[config.mk]
export PLATFORM = sky130hd
export DESIGN_NAME = clk_lock_sequencer
export DESIGN_NICKNAME = d
export VERILOG_FILES = /design/src/rtl/clk_lock_sequencer.sv
export SDC_FILE = /design/constraint.sdc
export NUM_CORES = 1
export LEC_CHECK = 0
export ABC_AREA = 1
export CAP_MARGIN = 10
export CELL_PAD_IN_SITES_DETAIL_PLACEMENT = 1
export CELL_PAD_IN_SITES_GLOBAL_PLACEMENT = 2
export CORE_MARGIN = 4
export CORE_UTILIZATION = 30
export CTS_BUF_LIST = sky130_fd_sc_hd__clkbuf_8
export DETAILED_ROUTE_END_ITERATION = 10
export GPL_TIMING_DRIVEN = 0
export PLACE_DENSITY = 0.79
export SLEW_MARGIN = 20
export SYNTH_ARGS = -nofsm -noshare
export SYNTH_HDL_FRONTEND = slang
export SYNTH_SLANG_ARGS = --single-unit
[constraint.sdc]
create_clock -name CLKI -period 5.7 [get_ports CLKI]
set_clock_uncertainty 0.2 [all_clocks]
set_input_delay 0.57 -clock CLKI [delete_from_list [all_inputs] [get_ports CLKI]]
set_output_delay 0.57 -clock CLKI [all_outputs]
set_load 0.01 [all_outputs]
[src/rtl/clk_lock_sequencer.sv]
// Power-up reset sequencer for one PLL: pulses the PLL reset, qualifies LOCK through
// a filter with timeout/retry, then releases the domain resets one after another.
module clk_lock_sequencer #(
  parameter int N_RST       = 3,
  parameter int SYNC_STAGES = 2,
  parameter int PLLRST_CYC  = 16,
  parameter int LOCK_FILTER = 1024,
  parameter int TIMEOUT     = 65536,
  parameter int STAGGER     = 8,
  parameter int MAX_RETRY   = 4
) (
  input  logic                           CLKI,
  input  logic                           RSTN,
  input  logic                           PLL_LOCK,
  output logic                           PLL_RST,
  output logic [N_RST-1:0]               RST_OUT,
  output logic                           READY,
  output logic                           FAIL,
  output logic [$clog2(MAX_RETRY+1)-1:0] RETRIES
);

  localparam int RW        = $clog2(MAX_RETRY + 1);
  localparam int FW        = $clog2(LOCK_FILTER + 1);
  localparam int TW        = $clog2(TIMEOUT + 1);
  localparam int REL_CYC   = STAGGER * N_RST;
  localparam int PHASE_MAX = (PLLRST_CYC > REL_CYC) ? PLLRST_CYC : REL_CYC;
  localparam int CW        = $clog2(PHASE_MAX + 1);

  localparam logic [CW-1:0] PLLRST_LAST = CW'(PLLRST_CYC - 1);
  localparam logic [CW-1:0] REL_LAST    = CW'(REL_CYC);
  localparam logic [FW-1:0] FILT_DONE   = FW'(LOCK_FILTER);
  localparam logic [TW-1:0] TMO_DONE    = TW'(TIMEOUT);
  localparam logic [RW-1:0] RETRY_MAX   = RW'(MAX_RETRY);

  typedef enum logic [2:0] {
    S_PLLRST,
    S_WAIT_LOCK,
    S_RELEASE,
    S_RUN,
    S_FAILED
  } state_e;

  logic [1:0]             rst_sync_q;
  logic [SYNC_STAGES-1:0] lock_sync_q;
  logic                   rst_ok;
  logic                   lock_s;

  state_e           state_q, state_d;
  logic [CW-1:0]    cnt_q, cnt_d, cnt_inc;
  logic [FW-1:0]    filt_q, filt_d, filt_inc;
  logic [TW-1:0]    tmo_q, tmo_d, tmo_inc;
  logic [RW-1:0]    retries_q, retries_d, retries_inc;
  logic             pll_rst_q, pll_rst_d;
  logic [N_RST-1:0] rst_out_q, rst_out_d;
  logic             ready_q, ready_d;
  logic             fail_q, fail_d;
  logic             lock_lost;

  // Reset release is retimed so the FSM never leaves reset on a partial edge;
  // assertion stays fully asynchronous.
  always_ff @(posedge CLKI or negedge RSTN) begin
    if (!RSTN) begin
      rst_sync_q  <= '0;
      lock_sync_q <= '0;
    end else begin
      // NOTE: non-blocking assignments keep every flop sampling pre-edge values, so the chains shift by one per clock.
      rst_sync_q  <= {rst_sync_q[0], 1'b1};
      lock_sync_q <= {lock_sync_q[SYNC_STAGES-2:0], PLL_LOCK};
    end
  end

  assign rst_ok      = rst_sync_q[1];
  assign lock_s      = lock_sync_q[SYNC_STAGES-1];
  assign cnt_inc     = cnt_q + 1'b1;
  assign filt_inc    = filt_q + 1'b1;
  assign tmo_inc     = tmo_q + 1'b1;
  assign retries_inc = (retries_q == RETRY_MAX) ? retries_q : retries_q + 1'b1;

  always_ff @(posedge CLKI or negedge RSTN) begin
    if (!RSTN) begin
      state_q   <= S_PLLRST;
      cnt_q     <= '0;
      filt_q    <= '0;
      tmo_q     <= '0;
      retries_q <= '0;
      pll_rst_q <= 1'b1;
      rst_out_q <= '1;
      ready_q   <= 1'b0;
      fail_q    <= 1'b0;
    end else begin
      state_q   <= state_d;
      cnt_q     <= cnt_d;
      filt_q    <= filt_d;
      tmo_q     <= tmo_d;
      retries_q <= retries_d;
      pll_rst_q <= pll_rst_d;
      rst_out_q <= rst_out_d;
      ready_q   <= ready_d;
      fail_q    <= fail_d;
    end
  end

  always_comb begin
    // NOTE: every variable gets a hold default first, so no path through the case can infer a latch.
    state_d   = state_q;
    cnt_d     = cnt_q;
    filt_d    = filt_q;
    tmo_d     = tmo_q;
    retries_d = retries_q;
    pll_rst_d = pll_rst_q;
    rst_out_d = rst_out_q;
    ready_d   = ready_q;
    fail_d    = fail_q;
    lock_lost = 1'b0;

    if (rst_ok) begin
      case (state_q)
        S_PLLRST: begin
          pll_rst_d = 1'b1;
          rst_out_d = '1;
          ready_d   = 1'b0;
          if (cnt_q == PLLRST_LAST) begin
            state_d   = S_WAIT_LOCK;
            pll_rst_d = 1'b0;
            cnt_d     = '0;
            filt_d    = '0;
            tmo_d     = '0;
          end else begin
            cnt_d = cnt_inc;
          end
        end

        S_WAIT_LOCK: begin
          filt_d = lock_s ? filt_inc : '0;
          tmo_d  = tmo_inc;
          // A filter completing on the timeout cycle counts as a lock.
          if (lock_s && (filt_inc == FILT_DONE)) begin
            state_d = S_RELEASE;
            cnt_d   = '0;
          end else if (tmo_inc == TMO_DONE) begin
            retries_d = retries_inc;
            pll_rst_d = 1'b1;
            cnt_d     = '0;
            if (retries_inc < RETRY_MAX) begin
              state_d = S_PLLRST;
            end else begin
              state_d = S_FAILED;
              fail_d  = 1'b1;
            end
          end
        end

        S_RELEASE: begin
          if (!lock_s) begin
            lock_lost = 1'b1;
          end else begin
            cnt_d = cnt_inc;
            for (int i = 0; i < N_RST; i++) begin
              rst_out_d[i] = (cnt_inc < CW'(STAGGER * (i + 1)));
            end
            if (cnt_inc == REL_LAST) begin
              state_d = S_RUN;
              ready_d = 1'b1;
            end
          end
        end

        S_RUN: begin
          if (!lock_s) lock_lost = 1'b1;
        end

        S_FAILED: begin
          pll_rst_d = 1'b1;
          rst_out_d = '1;
          ready_d   = 1'b0;
          fail_d    = 1'b1;
        end

        default: begin
          state_d   = S_PLLRST;
          cnt_d     = '0;
          pll_rst_d = 1'b1;
          rst_out_d = '1;
          ready_d   = 1'b0;
        end
      endcase

      // Losing lock after qualification re-holds every domain; the PLL itself is not reset.
      if (lock_lost) begin
        state_d   = S_WAIT_LOCK;
        cnt_d     = '0;
        filt_d    = '0;
        tmo_d     = '0;
        rst_out_d = '1;
        ready_d   = 1'b0;
      end
    end
  end

  assign PLL_RST = pll_rst_q;
  assign RST_OUT = rst_out_q;
  assign READY   = ready_q;
  assign FAIL    = fail_q;
  assign RETRIES = retries_q;

endmodule

==> metrics.cfg <==
[status]
status = completed

[clock_network]
inserted_clock_buffers = 5
postCtsSetupBuffers = 0
cts_tree = done
cts.sinks = 49
clock_tree.htree_level_count = 2
clkLatencyLatePin_ns = 0.30
root_buffer = sky130_fd_sc_hd__clkbuf_8
cts.clk_slew.worst_paths_ns = 0.10
clk_path_buf_depth = 2
ctsResizeCount = 0
postCtsHoldBufs = 0

[final_layout]
nets = 445
layout_cells_sized_above_1_pct = 9.677
finish.instance_area_sq_um = 3376
fillerInstances = 1248
antenna-diode-count = 0
area_growth_syn_to_layout_pct = 13.08

[worst_setup_path]
required_time_worst_endpoint_ns = 5.70
critical_path.endpoint = cnt_q[0]
crit_chain = ha_1 > nand3_1 > nor2_1 > inv_1 > nand2_1 > nand3_1 > nor2_1 > a21oi_2 > nand2_4 > nand2_4 > nand2_1 > o21ai_1
logic_depth_of_the_worst_register_to_register_path = 12
worstPathMaxFanout = 10
path_class = reg -> reg
rr_endpoint = cnt_q[0]
reg2reg_setup_slack_ns = 3.21
timing.rr.start = filt_q[0]
end_kind = register
worst_ep_arrival_time_ns = 2.49
critical_path.startpoint = filt_q[0]
cp_slowest_cell = sky130_fd_sc_hd__dfrtp_1
crit_path_max_incr_delay_ns = 0.50
worstSetupStartpointType = register

[detailed_routing]
ant_nets = 0
drtPass1Iterations = 4
drt_first_iter_violations = 85
dr_total_vias = 2687
avg_vias_per_cell = 4.739
drcViolationCount = 0
routed_wirelength_um = 7639
routedWlPerCell_um = 13.47

[placement]
dp_hpwl_um = 5857
placement.io_buffers = 11
gpl.final_weighted_congestion = 0.7487
placedInstanceArea_sq_um = 3259

[timing]
hold_viol = 0
hold-worst-slack_ns = 0.07807
timing.final.max_slew_violations = 0
rsz0062_at_grt = no
fmaxAchievable_mhz = 401.9
setup_violations = 0
timing_worst_slew_pin_value_ns = 0.6588
maxSlewHeadroom_pct = 56.08
post-route-min-period_ns = 2.488
min_period_over_period_pct = 43.65
timing.setup.tns_ns = 0

[floorplanning]
design.core.area_sq_um = 9729
io-pin-count = 12
design.die.area_sq_um = 11610
row_count = 36
initial_core_util_pct = 30.68
fp.dieW_um = 107.8
fp.dieH_um = 107.8

[logic_synthesis]
synthesis.instances = 415
number_of_synthesized_register_bits = 49
synth_sequential_area_ratio_pct = 41.24
synth_largest_type_area_fraction_pct = 37.72
netlist.top_cell.by_area = sky130_fd_sc_hd__dfrtp_1
yosysWarnings = 0
netlist-cell-type-count = 32
mappedNetlistArea_sq_um = 2985
netlist_top_cells_area = sky130_fd_sc_hd__dfrtp_1, sky130_fd_sc_hd__nand2_1, sky130_fd_sc_hd__inv_1
syn-num-nets = 427
postSynthAreaPerCell_sq_um = 7.194

[global_routing]
antenna_found_initial = 0
grt_max_degree = 50
wire_length_of_the_first_global_routing_pass_um = 13860
grt-ovfl-total = 0
number_of_global_route_vias_before_repair = 2876
grt_use_total_pct = 14.72

[power]
leakage_nw = 1.537
total_power_w = 0.001007
power.density_cell_area_nw_per_um2 = 298.4
ir_drop_uv = 139.3

[worst_hold_path]
holdCritPathClass = in -> async

[run]
maximum_capacitance_violations = 0

==> cell usage after synthesis <==
cell and count:
sky130_fd_sc_hd__a21oi_1 6, sky130_fd_sc_hd__a21oi_2 1, sky130_fd_sc_hd__a22o_1 2, sky130_fd_sc_hd__and3_1 1, sky130_fd_sc_hd__buf_2 2, sky130_fd_sc_hd__conb_1 1
sky130_fd_sc_hd__dfrtp_1 45, sky130_fd_sc_hd__dfstp_2 4, sky130_fd_sc_hd__ha_1 9, sky130_fd_sc_hd__inv_1 61, sky130_fd_sc_hd__inv_2 2, sky130_fd_sc_hd__nand2_1 131
sky130_fd_sc_hd__nand2_2 6, sky130_fd_sc_hd__nand2_4 2, sky130_fd_sc_hd__nand3_1 31, sky130_fd_sc_hd__nand4_1 11, sky130_fd_sc_hd__nand4_2 1, sky130_fd_sc_hd__nor2_1 37
sky130_fd_sc_hd__nor2_2 9, sky130_fd_sc_hd__nor2_4 4, sky130_fd_sc_hd__nor3_1 1, sky130_fd_sc_hd__o211ai_1 1, sky130_fd_sc_hd__o21ai_0 15, sky130_fd_sc_hd__o21ai_1 10
sky130_fd_sc_hd__o21ai_2 1, sky130_fd_sc_hd__o21bai_1 1, sky130_fd_sc_hd__o221ai_1 1, sky130_fd_sc_hd__o22ai_1 13, sky130_fd_sc_hd__o31ai_1 1, sky130_fd_sc_hd__or2_2 1
sky130_fd_sc_hd__xor2_1 3, sky130_fd_sc_hd__xor2_2 1
==> sequential cells by signal, indices dropped and copies added, names as in the netlist, 2 cells and up <==
signal and flops:
cnt_q 5, lock_sync_q 2, filt_q 11, RETRIES 3, state_q 3, tmo_q 17, RST_OUT 3, rst_sync_q 2
==> critical path: cells and delay by family (launching register included) <==
family	cells	cell delay (ns)
buffers and inverters	1	0.07
adders and majority gates	1	0.25
and+or+nand+nor	8	1.16
DFF	1	0.50
AOI/OAI and AO/OA	2	0.21
==> worst min path at each step <==
stage | start | endpoint | slack, ns | cells past startpoint
detailed placement | lock_sync_q[0] | lock_sync_q[1] | 0.14 | 0
global placement | lock_sync_q[0] | lock_sync_q[1] | 0.13 | 0
global route | RSTN | tmo_q[10] | 0.13 | 1
finish | RSTN | tmo_q[10] | 0.08 | 1
CTS | RSTN | tmo_q[10] | 0.11 | 1
floorplan | RSTN | FAIL | 0.07 | 0
==> logic make-up after synthesis <==
kind of cell,count (synthesis),synth area share (%)
buffers and inverters,65,8.257
and+or+nand+nor,235,35.04
xor gates and xnor gates,4,1.425
AOI/OAI and AO/OA,52,10.14
adders and majority gates,9,3.772
DFF,49,41.24
other,1,0.1256
==> power by group <==
| group | leakage (nW) | internal (W) | total, W | switching, W |
|---|---|---|---|---|
| sequential | 0.649 | 0.000401 | 0.000454 | 0.0000522 |
| clock | 0.0626 | 0.000142 | 0.000264 | 0.000122 |
| combinational | 0.825 | 0.000105 | 0.000290 | 0.000185 |
| total | 1.54 | 0.000648 | 0.00101 | 0.000359 |
==> metrics by stage <==
stage	utilization, %	setup slack [ns]	cells
after CTS	34.70	3.180	567
after global placement	33.53	2.265	559
final	34.70	3.212	567
after global routing	34.70	2.884	567
after detailed placement	33.50	3.210	559
after floorplan	-	3.619	415
==> per-layer routing <==
layer / up-vias / global-route usage [%] / share of wire [%]
li1: 1358 / - / -
met1: 1311 / 19.41 / 48
met2: 14 / 25.62 / 50
met3: 4 / 2.160 / 1.6
met4: 0 / 2.976 / 0.58
met5: - / 0 / 0
==> cells in the final DEF, fill, tap and decap left out, types with 2 or more instances in the layout <==
cell type,n
sky130_fd_sc_hd__clkbuf_8,6
sky130_fd_sc_hd__inv_2,2
sky130_fd_sc_hd__nor2_4,4
sky130_fd_sc_hd__inv_1,62
sky130_fd_sc_hd__a21oi_1,6
sky130_fd_sc_hd__o21ai_0,15
sky130_fd_sc_hd__ha_1,9
sky130_fd_sc_hd__dfstp_2,4
sky130_fd_sc_hd__nand2_4,2
sky130_fd_sc_hd__xor2_1,3
sky130_fd_sc_hd__nor2_2,9
sky130_fd_sc_hd__nand2_1,131
sky130_fd_sc_hd__nand3_1,31
sky130_fd_sc_hd__buf_2,2
sky130_fd_sc_hd__a22o_1,2
sky130_fd_sc_hd__o22ai_1,13
sky130_fd_sc_hd__nand2_2,6
sky130_fd_sc_hd__nand4_1,11
sky130_fd_sc_hd__nor2_1,37
sky130_fd_sc_hd__o21ai_1,10
sky130_fd_sc_hd__clkdlybuf4s50_1,10
sky130_fd_sc_hd__dfrtp_1,45
==> layout make-up <==
cell class,count,area [sq um],share of cell area (%)
plain buffers,2,10.01,0.2965
clock buffers,6,82.58,2.446
clock inverters,2,33.78,1.001
inverters,63,236.5,7.005
multi-input cells,301,1508,44.66
flip-flops and latches,49,1231,36.47
well taps,133,166.4,4.930
repair buffers,11,107.6,3.188
Note: power is estimated with default switching activity, not from simulation.
